### src/rtl/mem_pkg.sv
// Shared definitions for the load/store unit: load-op one-hot indices,
// access-size encodings, FSM states and small decode helpers.
package mem_pkg;

  localparam int OP_LD  = 0;
  localparam int OP_LW  = 1;
  localparam int OP_LH  = 2;
  localparam int OP_LB  = 3;
  localparam int OP_LWU = 4;
  localparam int OP_LHU = 5;
  localparam int OP_LBU = 6;

  localparam logic [3:0] SZ_B = 4'd1;
  localparam logic [3:0] SZ_H = 4'd2;
  localparam logic [3:0] SZ_W = 4'd4;
  localparam logic [3:0] SZ_D = 4'd8;

  typedef enum logic [1:0] {
    S_IDLE,
    S_REQ,
    S_RSP,
    S_DONE
  } state_t;

  function automatic logic is_onehot7(input logic [6:0] v);
    return (v != 7'd0) && ((v & (v - 7'd1)) == 7'd0);
  endfunction

  // Byte-enable pattern for an access of the given size at offset 0.
  function automatic logic [7:0] size_mask(input logic [3:0] len);
    case (len)
      SZ_B:    return 8'h01;
      SZ_H:    return 8'h03;
      SZ_W:    return 8'h0F;
      SZ_D:    return 8'hFF;
      default: return 8'h00;
    endcase
  endfunction

endpackage

### src/rtl/lsu_load_align.sv
// Moves the addressed bytes of a returned doubleword down to bit 0 and
// sign- or zero-extends them according to the one-hot load type.
module lsu_load_align
  import mem_pkg::*;
(
  input  logic [63:0] rdata,
  input  logic [2:0]  off,
  input  logic [6:0]  op,
  output logic [63:0] wb_data
);

  logic [63:0] shifted;

  always_comb begin
    shifted = rdata >> {off, 3'b000};
    wb_data = shifted;
    if (op[OP_LB])       wb_data = {{56{shifted[7]}},  shifted[7:0]};
    else if (op[OP_LH])  wb_data = {{48{shifted[15]}}, shifted[15:0]};
    else if (op[OP_LW])  wb_data = {{32{shifted[31]}}, shifted[31:0]};
    else if (op[OP_LBU]) wb_data = {56'd0, shifted[7:0]};
    else if (op[OP_LHU]) wb_data = {48'd0, shifted[15:0]};
    else if (op[OP_LWU]) wb_data = {32'd0, shifted[31:0]};
  end

endmodule

### src/rtl/lsu_mem_ctrl.sv
// Load/store unit: validates a decoded access, runs one request/response
// transaction on the data-memory port and returns aligned load data.
module lsu_mem_ctrl
  import mem_pkg::*;
#(
  parameter int ADDR_W = 64,
  parameter int DATA_W = 64
) (
  input  logic              clk,
  input  logic              rst_n,
  input  logic              rd_mem_en,
  input  logic              wr_mem_en,
  input  logic [6:0]        rd_mem_op,
  input  logic [3:0]        wr_rd_mem_len,
  input  logic [4:0]        rd,
  input  logic [ADDR_W-1:0] addr,
  input  logic [DATA_W-1:0] st_data,
  output logic              mem_req_valid,
  input  logic              mem_req_ready,
  output logic              mem_req_we,
  output logic [ADDR_W-1:0] mem_req_addr,
  output logic [7:0]        mem_req_wstrb,
  output logic [DATA_W-1:0] mem_req_wdata,
  input  logic              mem_rsp_valid,
  input  logic [DATA_W-1:0] mem_rsp_rdata,
  input  logic              mem_rsp_err,
  output logic              stall,
  output logic              wb_valid,
  output logic [4:0]        wb_rd,
  output logic [63:0]       wb_data,
  output logic              fault
);

  state_t      state;
  logic [2:0]  off_q;
  logic [6:0]  op_q;
  logic [4:0]  rd_q;
  logic        is_load_q;

  logic        load_start;
  logic        store_start;
  logic        size_ok;
  logic        misaligned;
  logic        start_err;
  logic [63:0] align_data;

  assign load_start  = rd_mem_en | (|rd_mem_op);
  assign store_start = wr_mem_en;

  // Start-time validity: size, conflicting enables, op encoding, alignment.
  always_comb begin
    size_ok    = 1'b1;
    misaligned = 1'b0;
    case (wr_rd_mem_len)
      SZ_B:    misaligned = 1'b0;
      SZ_H:    misaligned = addr[0];
      SZ_W:    misaligned = |addr[1:0];
      SZ_D:    misaligned = |addr[2:0];
      default: size_ok = 1'b0;
    endcase
    start_err = (load_start & store_start) | ~size_ok | misaligned |
                (load_start & ~is_onehot7(rd_mem_op));
  end

  assign stall = (state == S_IDLE) ? (load_start | store_start)
                                   : ((state == S_REQ) | (state == S_RSP));

  lsu_load_align u_align (
    .rdata   (mem_rsp_rdata),
    .off     (off_q),
    .op      (op_q),
    .wb_data (align_data)
  );

  always_ff @(posedge clk or negedge rst_n) begin
    if (!rst_n) begin
      state         <= S_IDLE;
      off_q         <= '0;
      op_q          <= '0;
      rd_q          <= '0;
      is_load_q     <= 1'b0;
      mem_req_valid <= 1'b0;
      mem_req_we    <= 1'b0;
      mem_req_addr  <= '0;
      mem_req_wstrb <= '0;
      mem_req_wdata <= '0;
      wb_valid      <= 1'b0;
      wb_rd         <= '0;
      wb_data       <= '0;
      fault         <= 1'b0;
    end else begin
      fault    <= 1'b0;
      wb_valid <= 1'b0;
      case (state)
        S_IDLE: begin
          if (load_start | store_start) begin
            if (start_err) begin
              fault <= 1'b1;
            end else begin
              state         <= S_REQ;
              off_q         <= addr[2:0];
              op_q          <= rd_mem_op;
              rd_q          <= rd;
              is_load_q     <= load_start;
              mem_req_valid <= 1'b1;
              mem_req_we    <= ~load_start;
              mem_req_addr  <= {addr[ADDR_W-1:3], 3'b000};
              mem_req_wstrb <= load_start ? 8'h00 : (size_mask(wr_rd_mem_len) << addr[2:0]);
              mem_req_wdata <= load_start ? '0 : (st_data << {addr[2:0], 3'b000});
            end
          end
        end
        S_REQ: begin
          if (mem_req_ready) begin
            mem_req_valid <= 1'b0;
            state         <= S_RSP;
          end
        end
        // A bus error suppresses the write-back and is reported as a fault instead.
        S_RSP: begin
          if (mem_rsp_valid) begin
            state <= S_DONE;
            if (mem_rsp_err) begin
              fault <= 1'b1;
            end else if (is_load_q) begin
              wb_valid <= 1'b1;
              wb_rd    <= rd_q;
              wb_data  <= align_data;
            end
          end
        end
        S_DONE:  state <= S_IDLE;
        default: state <= S_IDLE;
      endcase
    end
  end

endmodule

### config.mk
export PLATFORM = sky130hd
export DESIGN_NAME = lsu_mem_ctrl
export DESIGN_NICKNAME = d
export VERILOG_FILES = /design/src/rtl/mem_pkg.sv /design/src/rtl/lsu_load_align.sv /design/src/rtl/lsu_mem_ctrl.sv
export SDC_FILE = /design/constraint.sdc
export NUM_CORES = 1
export LEC_CHECK = 0
export CAP_MARGIN = 20
export CELL_PAD_IN_SITES_DETAIL_PLACEMENT = 0
export CELL_PAD_IN_SITES_GLOBAL_PLACEMENT = 1
export CORE_AREA = 2 2 188 190
export DETAILED_ROUTE_END_ITERATION = 6
export DIE_AREA = 0 0 190 192
export DONT_BUFFER_PORTS = 1
export GPL_TIMING_DRIVEN = 0
export PLACE_DENSITY_LB_ADDON = 0.1
export RECOVER_POWER = 100
export SYNTH_ARGS = -nofsm -noshare
export SYNTH_HDL_FRONTEND = slang
export SYNTH_SLANG_ARGS = --single-unit
### constraint.sdc
create_clock -name clk -period 2.1 [get_ports clk]
set_input_delay 0.21 -clock clk [delete_from_list [all_inputs] [get_ports clk]]
set_output_delay 0.21 -clock clk [all_outputs]
set_load 0.03 [all_outputs]
# Word-level counts from Yosys, hierarchy flattened
# Cells that the tools add are included.
# classes
add_sub_neg,1
mul,0
div_mod_pow,0
order_cmp,0
eq_ne,11
shift,3
muxes,33
n_bitwise,14
reduce_logical,13
# ops
cell,n
64-bit two-way mux,7
64-bit by 6-bit << shifter with 64-bit output,1
64-bit by 6-bit right shift with 64-bit output,1
8-bit two-way mux,4
8-bit case mux with 4 select lines,1
1-bit two-way mux,13
4-bit AND reduction,3
2-bit two-way mux,4
2-bit case mux with 4 select lines,1
8-bit by 3-bit << shifter with 8-bit output,1
7-bit bitwise AND,1
7-bit zero test,1
7-bit nonzero test,1
7-bit OR reduction,1
"7-bit by 1-bit subtractor with 7-bit output, second input constant",1
"2-bit != test, second input constant",3
1-bit OR,6
1-bit NOT,5
"2-bit == test, second input constant",2
"4-bit by 1-bit == test with 1-bit output, second input constant",1
"4-bit by 2-bit == test with 1-bit output, second input constant",1
"4-bit by 3-bit == test with 1-bit output, second input constant",1
"4-bit == test, second input constant",1
1-bit case mux with 2 select lines,2
other kinds (11),12
# totals
reg_bits,224
latchBits,0
mem_bits_rw,0
mem_bits_ro,0
in_bits,215
out_inout_bits,210
elab_cells,89
memories,0

# Depth between registers and ports, before layout
# Gate-level depths: netlist of run 1.
# logic_depth
ltp_word,12
ltp_mapped,11

# By module
# A second synthesis of run 1 with hierarchy kept.
# hier_totals
cells_unflattened,1305
area_unflattened_um2,12721.0
# by_module_without_submodules
module,instances,cells_each,area_per_inst_um2,seq_area_each_um2
lsu_mem_ctrl,1,921,10462.5,5605.4
lsu_load_align,1,384,2258.4,0.0

# Worst setup path before layout of run 1
# Ideal clock, no wire load.
# synth_path
path_type,reg2reg
from,register off_q[1]
to,register wb_data[39]
setup_time_ns,0.123
t_arrival_ns,2.175
required_time_ns,1.977
setup_slack_ns,-0.198
path_stages_with_launch,8
path_buffers,2
synth_period_minus_slack_ns,2.298
path_cell_list,dfrtp_1 mux2_1 mux4_2 and2_1 or2_1 clkbuf_1 clkbuf_1 o221a_1
# synth_via
elab_chain_len,7
# synth_rtl
element,line,text
from (decl),lsu_mem_ctrl.sv:35,logic [2:0] off_q;
from (signal assigned),lsu_mem_ctrl.sv:101,off_q <= addr[2:0];
64-bit by 6-bit right shift with 64-bit output *,lsu_load_align.sv:15,"shifted = rdata >> {off, 3'b000};"
64-bit two-way mux,lsu_load_align.sv:22,"else if (op[OP_LWU]) wb_data = {32'd0, shifted[31:0]};"
64-bit two-way mux,lsu_load_align.sv:21,"else if (op[OP_LHU]) wb_data = {48'd0, shifted[15:0]};"
64-bit two-way mux,lsu_load_align.sv:20,"else if (op[OP_LBU]) wb_data = {56'd0, shifted[7:0]};"
64-bit two-way mux,lsu_load_align.sv:19,"else if (op[OP_LW]) wb_data = {{32{shifted[31]}}, shifted[31:0]};"
64-bit two-way mux,lsu_load_align.sv:18,"else if (op[OP_LH]) wb_data = {{48{shifted[15]}}, shifted[15:0]};"
64-bit two-way mux *,lsu_load_align.sv:17,"if (op[OP_LB]) wb_data = {{56{shifted[7]}}, shifted[7:0]};"
to (signal assigned),lsu_mem_ctrl.sv:128,wb_data <= align_data;
to (decl),lsu_mem_ctrl.sv:30,"output logic [63:0] wb_data,"
# Mark *: on every way between the ends. The rest lies on a longest branch, timed or not.
# A chain may end at the register's enable or synchronous reset.

# Final worst setup path of run 1
# layout_path
from,register off_q[1]
to,register wb_data[50]
# Same word-level chain as after synthesis.

==> results.sh, run 1 <==
export IMPL_status="finished, violations left"
export IMPL_violated_checks="negative hold slack, negative setup slack"
export IMPL_cp_start_kind="register"
export IMPL_clk_insertion_delay_late_ns=0.55
export IMPL_final_hold_viol_count=223
export IMPL_core_area_mm2=0.0343
export IMPL_netlist_top_cells_area="sky130_fd_sc_hd__dfrtp_1 (46%), sky130_fd_sc_hd__mux2i_1 (8.7%), sky130_fd_sc_hd__mux2_1 (7.0%), sky130_fd_sc_hd__mux4_2 (7.0%), sky130_fd_sc_hd__a22o_1 (3.4%)"
export IMPL_ys_ff_latch=223
export IMPL_post_route_cell_area_mm2=0.0156
export IMPL_worst_clock_skew_ns=0.0142
export IMPL_maximum_number_of_pins_on_one_net_before_global_route_repair=224
export IMPL_setup_violations=40
export IMPL_clock_fmax_ghz=0.450
export IMPL_core_rowCount=68
export IMPL_dieArea_mm2=0.0365
export IMPL_cts_tree="yes"
export IMPL_regArea_mm2=0.00558
export IMPL_period_utilization_post_route_pct=106
export IMPL_slew_viol_final=0
export IMPL_detailedRoute_firstPassIterationCount=5
export IMPL_path_clk_slew_ns=0.06
export IMPL_post_synth_top_count_cell="sky130_fd_sc_hd__dfrtp_1"
export IMPL_holdCritPathClass="in -> async"
export IMPL_routedWlPerCell_um=28.8
export IMPL_fin_crit_ns=2.22
export IMPL_drcViolationCount=0
export IMPL_synthDistinctLibCells=66
export IMPL_synth_async_reset_ratio_pct=100
export IMPL_area_growth_synth_to_final_pct=28.1
export IMPL_synth_top_area_cell="sky130_fd_sc_hd__dfrtp_1"
export IMPL_global_route_wire_length_before_repair_mm=71.8
export IMPL_worstPathRequired_ns=2.53
export IMPL_detail_route_iter0_violations=580
export IMPL_timing_worst_slew_pin_value_ns=0.902
export IMPL_ir_worst_vdd_mv=0.818
export IMPL_synth_edff_count=0
export IMPL_share_of_layout_cells_above_drive_strength_1_pct=19.6
export IMPL_max_cap_viol_count=0
export IMPL_antenna_found_initial=1
export IMPL_postSynth_topFlopCell="sky130_fd_sc_hd__dfrtp_1"
export IMPL_num_fill_cells=3171
export IMPL_synth_area_per_cell_um2=11.1
export IMPL_fin_hold_ws_ns=-0.636
export IMPL_crit_path_cell_chain="mux2_4 > mux4_2 > and2_4 > or2_4 > buf_8 > clkbuf_16 > o221a_1"
export IMPL_first_global_vias=10800
export IMPL_worst_path_max_fanout=5
export IMPL_setup_slack_ns=-0.121
export IMPL_post_drt_via_cell_ratio=5.87
export IMPL_setup_total_negative_slack_ns=-2.51
export IMPL_routed_wirelength_mm=50.2
export IMPL_clk_path_buf_depth=3
export IMPL_cp_end_kind="register"
export IMPL_synthesis_instances=1098
export IMPL_power_total_mw=16.3
export IMPL_initial_core_util_pct=35.6
export IMPL_timing_slew_headroom_pct=39.8
export IMPL_floorplan_die_width_um=190
export IMPL_setup_worst_path_class="reg -> reg"
export IMPL_grt_remaining_overflow=0
export IMPL_num_io_pins=425
export IMPL_cts_num_sinks=223
export IMPL_drtAntennaViolNets=0
export IMPL_fin_nets=1482
export IMPL_io_buffers=0
export IMPL_detailed_place_area_mm2=0.0129
export IMPL_grt_setup_unrepaired="yes"
export IMPL_cts_max_level=1
export IMPL_sequential_to_total_area_share_from_yosys_stat_pct=45.7
export IMPL_mappedNetlistArea_mm2=0.0122
export IMPL_die_y_um=192
export IMPL_pleak_nw=6.80
export IMPL_ctsRootBufferMaster="sky130_fd_sc_hd__clkbuf_16"
export IMPL_power_per_cell_area_mw_per_mm2=1040
export IMPL_dr_total_vias=10200
export IMPL_cts_hold_buf=109
export IMPL_detailed_place_hpwl_mm=35.7
export IMPL_multiInputGateArea_mm2=0.00647
export IMPL_gp_routability_congestion=0.896
export IMPL_global_route_usage_total_pct=26.5
export IMPL_critical_path_max_stage_delay_ns=0.48
export IMPL_slowest_stage_cell_cp="sky130_fd_sc_hd__mux4_2"
export IMPL_ys_warnings_count=0
export IMPL_yosys_area_top_type_share_pct=45.7
export IMPL_synth_top_cells_by_count="sky130_fd_sc_hd__dfrtp_1 (223), sky130_fd_sc_hd__nand2_1 (110), sky130_fd_sc_hd__mux2i_1 (106)"
export IMPL_cp_data_arrival_time_ns=2.66
export IMPL_number_of_clock_buffers_inserted_by_tritoncts=26
==> repair_timing <==
item	CTS	global route
endpoints found under the setup margin	136	115
gates resized for setup	89	63
pin swaps	18	9
cloned	1	3
setup buffers	20	8
hold endpoints to repair	343	223
==> cells by family after synthesis <==
kind of cell / count (synthesis) / share of synthesized area, %
and+or+nand+nor: 231 / 8.93
AOI/OAI and AO/OA: 292 / 17.4
DFF: 223 / 45.7
buffers and inverters: 116 / 3.93
other: 1 / 0.0307
xor gates and xnor gates: 3 / 0.215
muxes: 229 / 23.5
adders and majority gates: 3 / 0.307
==> state kept, by name (all words and copies together), names as in the netlist, 2 cells and up <==
name           count
wb_rd              5
off_q              3
mem_req_addr      61
mem_req_wstrb      8
op_q               6
wb_data           64
mem_req_wdata     64
state              2
rd_q               5
==> power breakdown <==
group          switching (mW)  internal, mW
Sequential               2.42          5.15
Clock                    1.95          3.07
Combinational            1.92          1.82
==> path summary, 6_finish.rpt <==
| path | depth (start not counted) | slack, ns | end | from |
|---|---|---|---|---|
| max | 7 | -0.12 | wb_data[50] | off_q[1] |
| max in group asynchronous | 0 | 1.98 | off_q[2] | rst_n |
| min in group clk | 3 | 0.01 | wb_data[27] | mem_rsp_rdata[59] |
| min reg2reg | 2 | 0.46 | wb_rd[2] | rd_q[2] |
| max reg2reg | 7 | -0.12 | wb_data[50] | off_q[1] |
| min | 0 | -0.64 | wb_data[27] | rst_n |
==> critical path: cells and delay by family (launching register included) <==
kind            cells  cell delay [ns]
compound gates      1             0.20
flops               1             0.45
buf+inv             2             0.27
simple gates        2             0.39
mux                 2             0.79
==> per-layer routing <==
layer | GRT usage [%] | wire length [um] | up-vias
met5 | 0 | 0 | -
met4 | 10.8 | 2070 | 0
met3 | 7.67 | 4620 | 96
met2 | 44.7 | 24400 | 471
met1 | 31.7 | 19100 | 5176
li1 | - | - | 4469
==> cell usage in the layout, fill, tap and decap left out, types with 4 or more instances in the layout <==
cell and instances:
sky130_fd_sc_hd__a211o_1 5, sky130_fd_sc_hd__bufinv_16 5, sky130_fd_sc_hd__clkbuf_1 30, sky130_fd_sc_hd__o21ai_0 46
sky130_fd_sc_hd__o22a_1 7, sky130_fd_sc_hd__buf_4 35, sky130_fd_sc_hd__nand2_1 110, sky130_fd_sc_hd__a31oi_1 5
sky130_fd_sc_hd__o2bb2ai_1 29, sky130_fd_sc_hd__a32o_1 6, sky130_fd_sc_hd__dlygate4sd3_1 109, sky130_fd_sc_hd__nand3_1 4
sky130_fd_sc_hd__a211oi_1 10, sky130_fd_sc_hd__a21oi_1 39, sky130_fd_sc_hd__or3_1 10, sky130_fd_sc_hd__mux4_2 38
sky130_fd_sc_hd__mux2_1 74, sky130_fd_sc_hd__clkbuf_2 22, sky130_fd_sc_hd__a21oi_2 15, sky130_fd_sc_hd__clkinv_2 6
sky130_fd_sc_hd__o221a_1 18, sky130_fd_sc_hd__a211oi_2 13, sky130_fd_sc_hd__clkbuf_16 28, sky130_fd_sc_hd__buf_6 10
sky130_fd_sc_hd__clkbuf_4 8, sky130_fd_sc_hd__buf_2 11, sky130_fd_sc_hd__buf_12 5, sky130_fd_sc_hd__nor2b_1 13
sky130_fd_sc_hd__o22ai_1 24, sky130_fd_sc_hd__nand2b_1 8, sky130_fd_sc_hd__clkbuf_8 7, sky130_fd_sc_hd__mux2i_1 103
sky130_fd_sc_hd__nor2_1 50, sky130_fd_sc_hd__inv_1 14, sky130_fd_sc_hd__a22o_1 48, sky130_fd_sc_hd__mux2_2 8
sky130_fd_sc_hd__dfrtp_1 221
==> final cells by class <==
cell class | instances | share of cell area (%)
Multi-Input combinational cell | 762 | 41.4
Sequential cell | 223 | 35.7
Timing Repair Buffer | 141 | 9.08
Clock buffer | 33 | 4.65
Buffer | 95 | 3.77
Tap cell | 455 | 3.64
Clock inverter | 15 | 1.41
Inverter | 15 | 0.392
Antenna cell | 1 | 0.0160
==> stage by stage <==
stage,setup slack [ns],cells,util [%]
after global placement,-0.895,1555,37.5
after detailed placement,-0.860,1556,37.5
after global routing,-0.186,1739,45.6
after floorplan,-0.0833,1100,-
after CTS,-0.134,1731,44.8
final,-0.121,1740,45.6
No activity file was read; power rests on OpenSTA's default activity.
==> run 2: changes to the inputs <==
ABC_AREA = 1   (was not set)
CORE_AREA = 2 2 194 196   (was 2 2 188 190)
DIE_AREA = 0 0 196 198   (was 0 0 190 192)
SLEW_MARGIN = 25   (was not set)
==> run 2 against run 1 <==
Synthesized cell count rose by 71%. Die area increased by 6.4%. Global-route usage is 1.8 points higher. Sequential power down 19%. Final cell count is 44% higher. Hold slack worse by 0.0082 ns. Non-clock buffer count grew 11. Register-to-register slack gained 0.19 ns. Area after synthesis rose by 6.4%. Clock power decreased by 7.2%. The flow finishes with violations (negative hold slack). Clock-buffer cell count grew 1.
==> results.sh, run 2 <==
export IMPL_status="finished, violations left"
export IMPL_violated_checks="negative hold slack"
export IMPL_synthAdderAreaFrac_pct=0.289
export IMPL_area_growth_synth_to_final_pct=20.0
export IMPL_gp_routability_congestion=0.989
export IMPL_fin_crit_ns=2.04
export IMPL_ys_ff_latch=223
export IMPL_holdCritPathClass="in -> async"
export IMPL_post_drt_via_cell_ratio=5.39
export IMPL_initial_core_util_pct=35.2
export IMPL_io_buffers=0
export IMPL_synth_async_reset_ratio_pct=100
export IMPL_synthesis_instances=1881
export IMPL_maximum_number_of_pins_on_one_net_before_global_route_repair=224
export IMPL_detailedRoute_firstPassIterationCount=6
export IMPL_die_y_um=198
export IMPL_grt_setup_unrepaired="yes"
export IMPL_timing_worst_slew_pin_value_ns=0.732
export IMPL_met2_usage_pct=46.4
export IMPL_sequential_to_total_area_share_from_yosys_stat_pct=42.9
export IMPL_num_io_pins=425
export IMPL_antenna_cells=0
export IMPL_power_per_cell_area_mw_per_mm2=917
export IMPL_floorplan_die_width_um=196
export IMPL_synth_area_per_cell_um2=6.91
export IMPL_r2r_start="off_q[0]"
export IMPL_synth_top_family_by_area="simple AND/OR/NAND/NOR gates"
export IMPL_reg2regPathDepth=10
export IMPL_clk_insertion_delay_late_ns=0.56
export IMPL_drtAntennaViolNets=0
export IMPL_netlist_top_cells_area="sky130_fd_sc_hd__dfrtp_1 (43%), sky130_fd_sc_hd__nand2_1 (23%), sky130_fd_sc_hd__o21ai_0 (6.4%), sky130_fd_sc_hd__a21oi_1 (4.0%), sky130_fd_sc_hd__nand3_1 (3.5%)"
export IMPL_first_global_vias=13300
export IMPL_synth_top_cells_by_count="sky130_fd_sc_hd__nand2_1 (796), sky130_fd_sc_hd__dfrtp_1 (223), sky130_fd_sc_hd__o21ai_0 (166)"
export IMPL_antenna_found_initial=0
export IMPL_worstPathRequired_ns=2.53
export IMPL_mappedNetlistArea_mm2=0.0130
export IMPL_path_clk_slew_ns=0.06
export IMPL_share_of_layout_cells_above_drive_strength_1_pct=9.95
export IMPL_post_synth_top_count_cell="sky130_fd_sc_hd__nand2_1"
export IMPL_synthDistinctLibCells=34
export IMPL_cts_hold_buf=94
export IMPL_fin_hold_ws_ns=-0.645
export IMPL_global_route_usage_total_pct=28.3
export IMPL_drcViolationCount=0
export IMPL_pleak_nw=7.71
export IMPL_period_utilization_post_route_pct=96.9
export IMPL_yosys_area_top_type_share_pct=42.9
export IMPL_core_rowCount=71
export IMPL_core_area_mm2=0.0370
export IMPL_global_route_wire_length_before_repair_mm=82.6
export IMPL_fin_nets=2230
export IMPL_synth_edff_count=0
export IMPL_layout_cells_most_common_list="sky130_fd_sc_hd__nand2_1 (795), sky130_fd_sc_hd__dfrtp_1 (223), sky130_fd_sc_hd__o21ai_0 (157), sky130_fd_sc_hd__nor2_1 (114), sky130_fd_sc_hd__a21oi_1 (103)"
export IMPL_clk_path_buf_depth=3
export IMPL_slew_viol_final=0
export IMPL_grt_remaining_overflow=0
export IMPL_synth_top_area_cell="sky130_fd_sc_hd__dfrtp_1"
export IMPL_timing_slew_headroom_pct=50.7
export IMPL_detail_route_iter0_violations=1055
export IMPL_yosys_mux_area_fraction_pct=0.385
export IMPL_setup_worst_path_class="reg -> reg"
export IMPL_post_synth_xor_area_fraction_pct=0
export IMPL_rr_endpoint="wb_data[34]"
export IMPL_dr_total_vias=13500
export IMPL_synth_compound_area_share_pct=15.5
export IMPL_post_route_cell_area_mm2=0.0156
export IMPL_ir_worst_vdd_mv=0.520
export IMPL_setup_violations=0
export IMPL_cp_end_kind="register"
export IMPL_cts_max_level=1
export IMPL_detailed_place_area_mm2=0.0136
export IMPL_cts_tree="yes"
export IMPL_grt_util_met3_pct=7.80
export IMPL_grt_most_used_layer="met2"
export IMPL_cp_data_arrival_time_ns=2.46
export IMPL_dieArea_mm2=0.0388
export IMPL_fraction_of_the_mapped_netlist_area_in_simple_logic_gates_pct=33.2
export IMPL_routedWlPerCell_um=22.7
export IMPL_final_common_cell="sky130_fd_sc_hd__nand2_1"
export IMPL_cp_start_kind="register"
export IMPL_grt_use_met1_pct=34.8
export IMPL_postSynth_topFlopCell="sky130_fd_sc_hd__dfrtp_1"
export IMPL_worst_path_max_fanout=10
export IMPL_cts_num_sinks=223
export IMPL_worst_clock_skew_ns=0.0216
export IMPL_r2r_slack_ns=0.06
export IMPL_final_hold_viol_count=224
export IMPL_ys_warnings_count=0
export IMPL_largestRegisters="mem_req_wdata: 64 flops, wb_data: 64 flops, mem_req_addr: 61 flops"
export IMPL_clock_fmax_ghz=0.491
export IMPL_number_of_clock_buffers_inserted_by_tritoncts=26
export IMPL_detailed_place_hpwl_mm=43.3
export IMPL_routed_wirelength_mm=56.8
export IMPL_ctsRootBufferMaster="sky130_fd_sc_hd__clkbuf_16"
export IMPL_max_cap_viol_count=0
-- run 2: worst max-delay path by stage --
stage | from | to | slack (ns) | cells past startpoint
floorplan | off_q[0] | wb_data[13] | 0.38 | 10
global placement | off_q[1] | wb_data[13] | -0.41 | 6
detailed placement | off_q[1] | wb_data[13] | -0.39 | 6
CTS | off_q[0] | wb_data[13] | -0.03 | 11
global route | off_q[0] | wb_data[63] | -0.02 | 10
finish | off_q[0] | wb_data[34] | 0.06 | 10
-- run 2: kinds of logic (layout without fill, tap and decap cells) --
group | count (synthesis) | after routing
buffers and inverters | 216 | 363
AO/OA/AOI/OAI | 360 | 360
flip-flops | 223 | 223
multiplexers | 5 | 5
other | 1 | 3
adder cells (fa/ha/maj) | 3 | 3
AND/OR/NAND/NOR | 1073 | 1073
-- run 2: metrics by stage --
| stage | cells | setup slack (ns) | utilization, % | TNS, ns | power [mW] |
|---|---|---|---|---|---|
| after floorplan | 1883 | 0.378 | - | 0 | 8.25 |
| after global placement | 2357 | -0.412 | 36.8 | -13.44 | 9.33 |
| after detailed placement | 2357 | -0.389 | 36.8 | -16.31 | 9.33 |
| after CTS | 2497 | -0.0342 | 41.9 | -0.0788 | 14.3 |
| after global routing | 2504 | -0.0196 | 42.2 | -0.213 | 15.1 |
| final | 2504 | 0.0647 | 42.2 | 0 | 14.3 |
-- run 2: area by class of cell --
cell class | instances | area [um2]
buffer | 146 | 820
clock buffer | 34 | 751
clock inverter | 12 | 129
fill | 3986 | 21400
inverter | 70 | 264
multi-input combinational | 1444 | 6480
sequential | 223 | 5580
tap | 474 | 593
timing repair buffer | 101 | 988
-- run 2: metal layers --
metal  share of wire, %  vias up
met5                  0        -
met4                4.5        0
met3                8.8      112
met2                 46      575
met1                 41     6463
li1                   -     6337
-- run 2: where the power goes --
group	switching [mW]	leakage [nW]	internal, mW	total [mW]
clock	1.90	0.443	2.76	4.66
sequential	1.31	3.02	4.79	6.11
combinational	2.38	4.25	1.17	3.54
total	5.59	7.71	8.72	14.3
-- run 2: what timing repair did --
item                                   CTS  global route
cloned                                   0             1
resized for setup                       27            89
endpoints found under the hold margin  314           223
setup buffers                            0             7
pin swaps                                0             4
setup endpoints to repair               66            68
-- run 2: worst max-delay path, stage by stage, from the launching register on --
cell	delay, ns
sky130_fd_sc_hd__dfrtp_1	0.36
sky130_fd_sc_hd__buf_4	0.16
sky130_fd_sc_hd__or2_2	0.31
sky130_fd_sc_hd__o21ai_1	0.13
sky130_fd_sc_hd__nand2_1	0.12
sky130_fd_sc_hd__nand3_2	0.09
sky130_fd_sc_hd__nand2_1	0.09
sky130_fd_sc_hd__a21oi_4	0.22
sky130_fd_sc_hd__buf_6	0.20
sky130_fd_sc_hd__buf_6	0.15
sky130_fd_sc_hd__a21oi_1	0.07
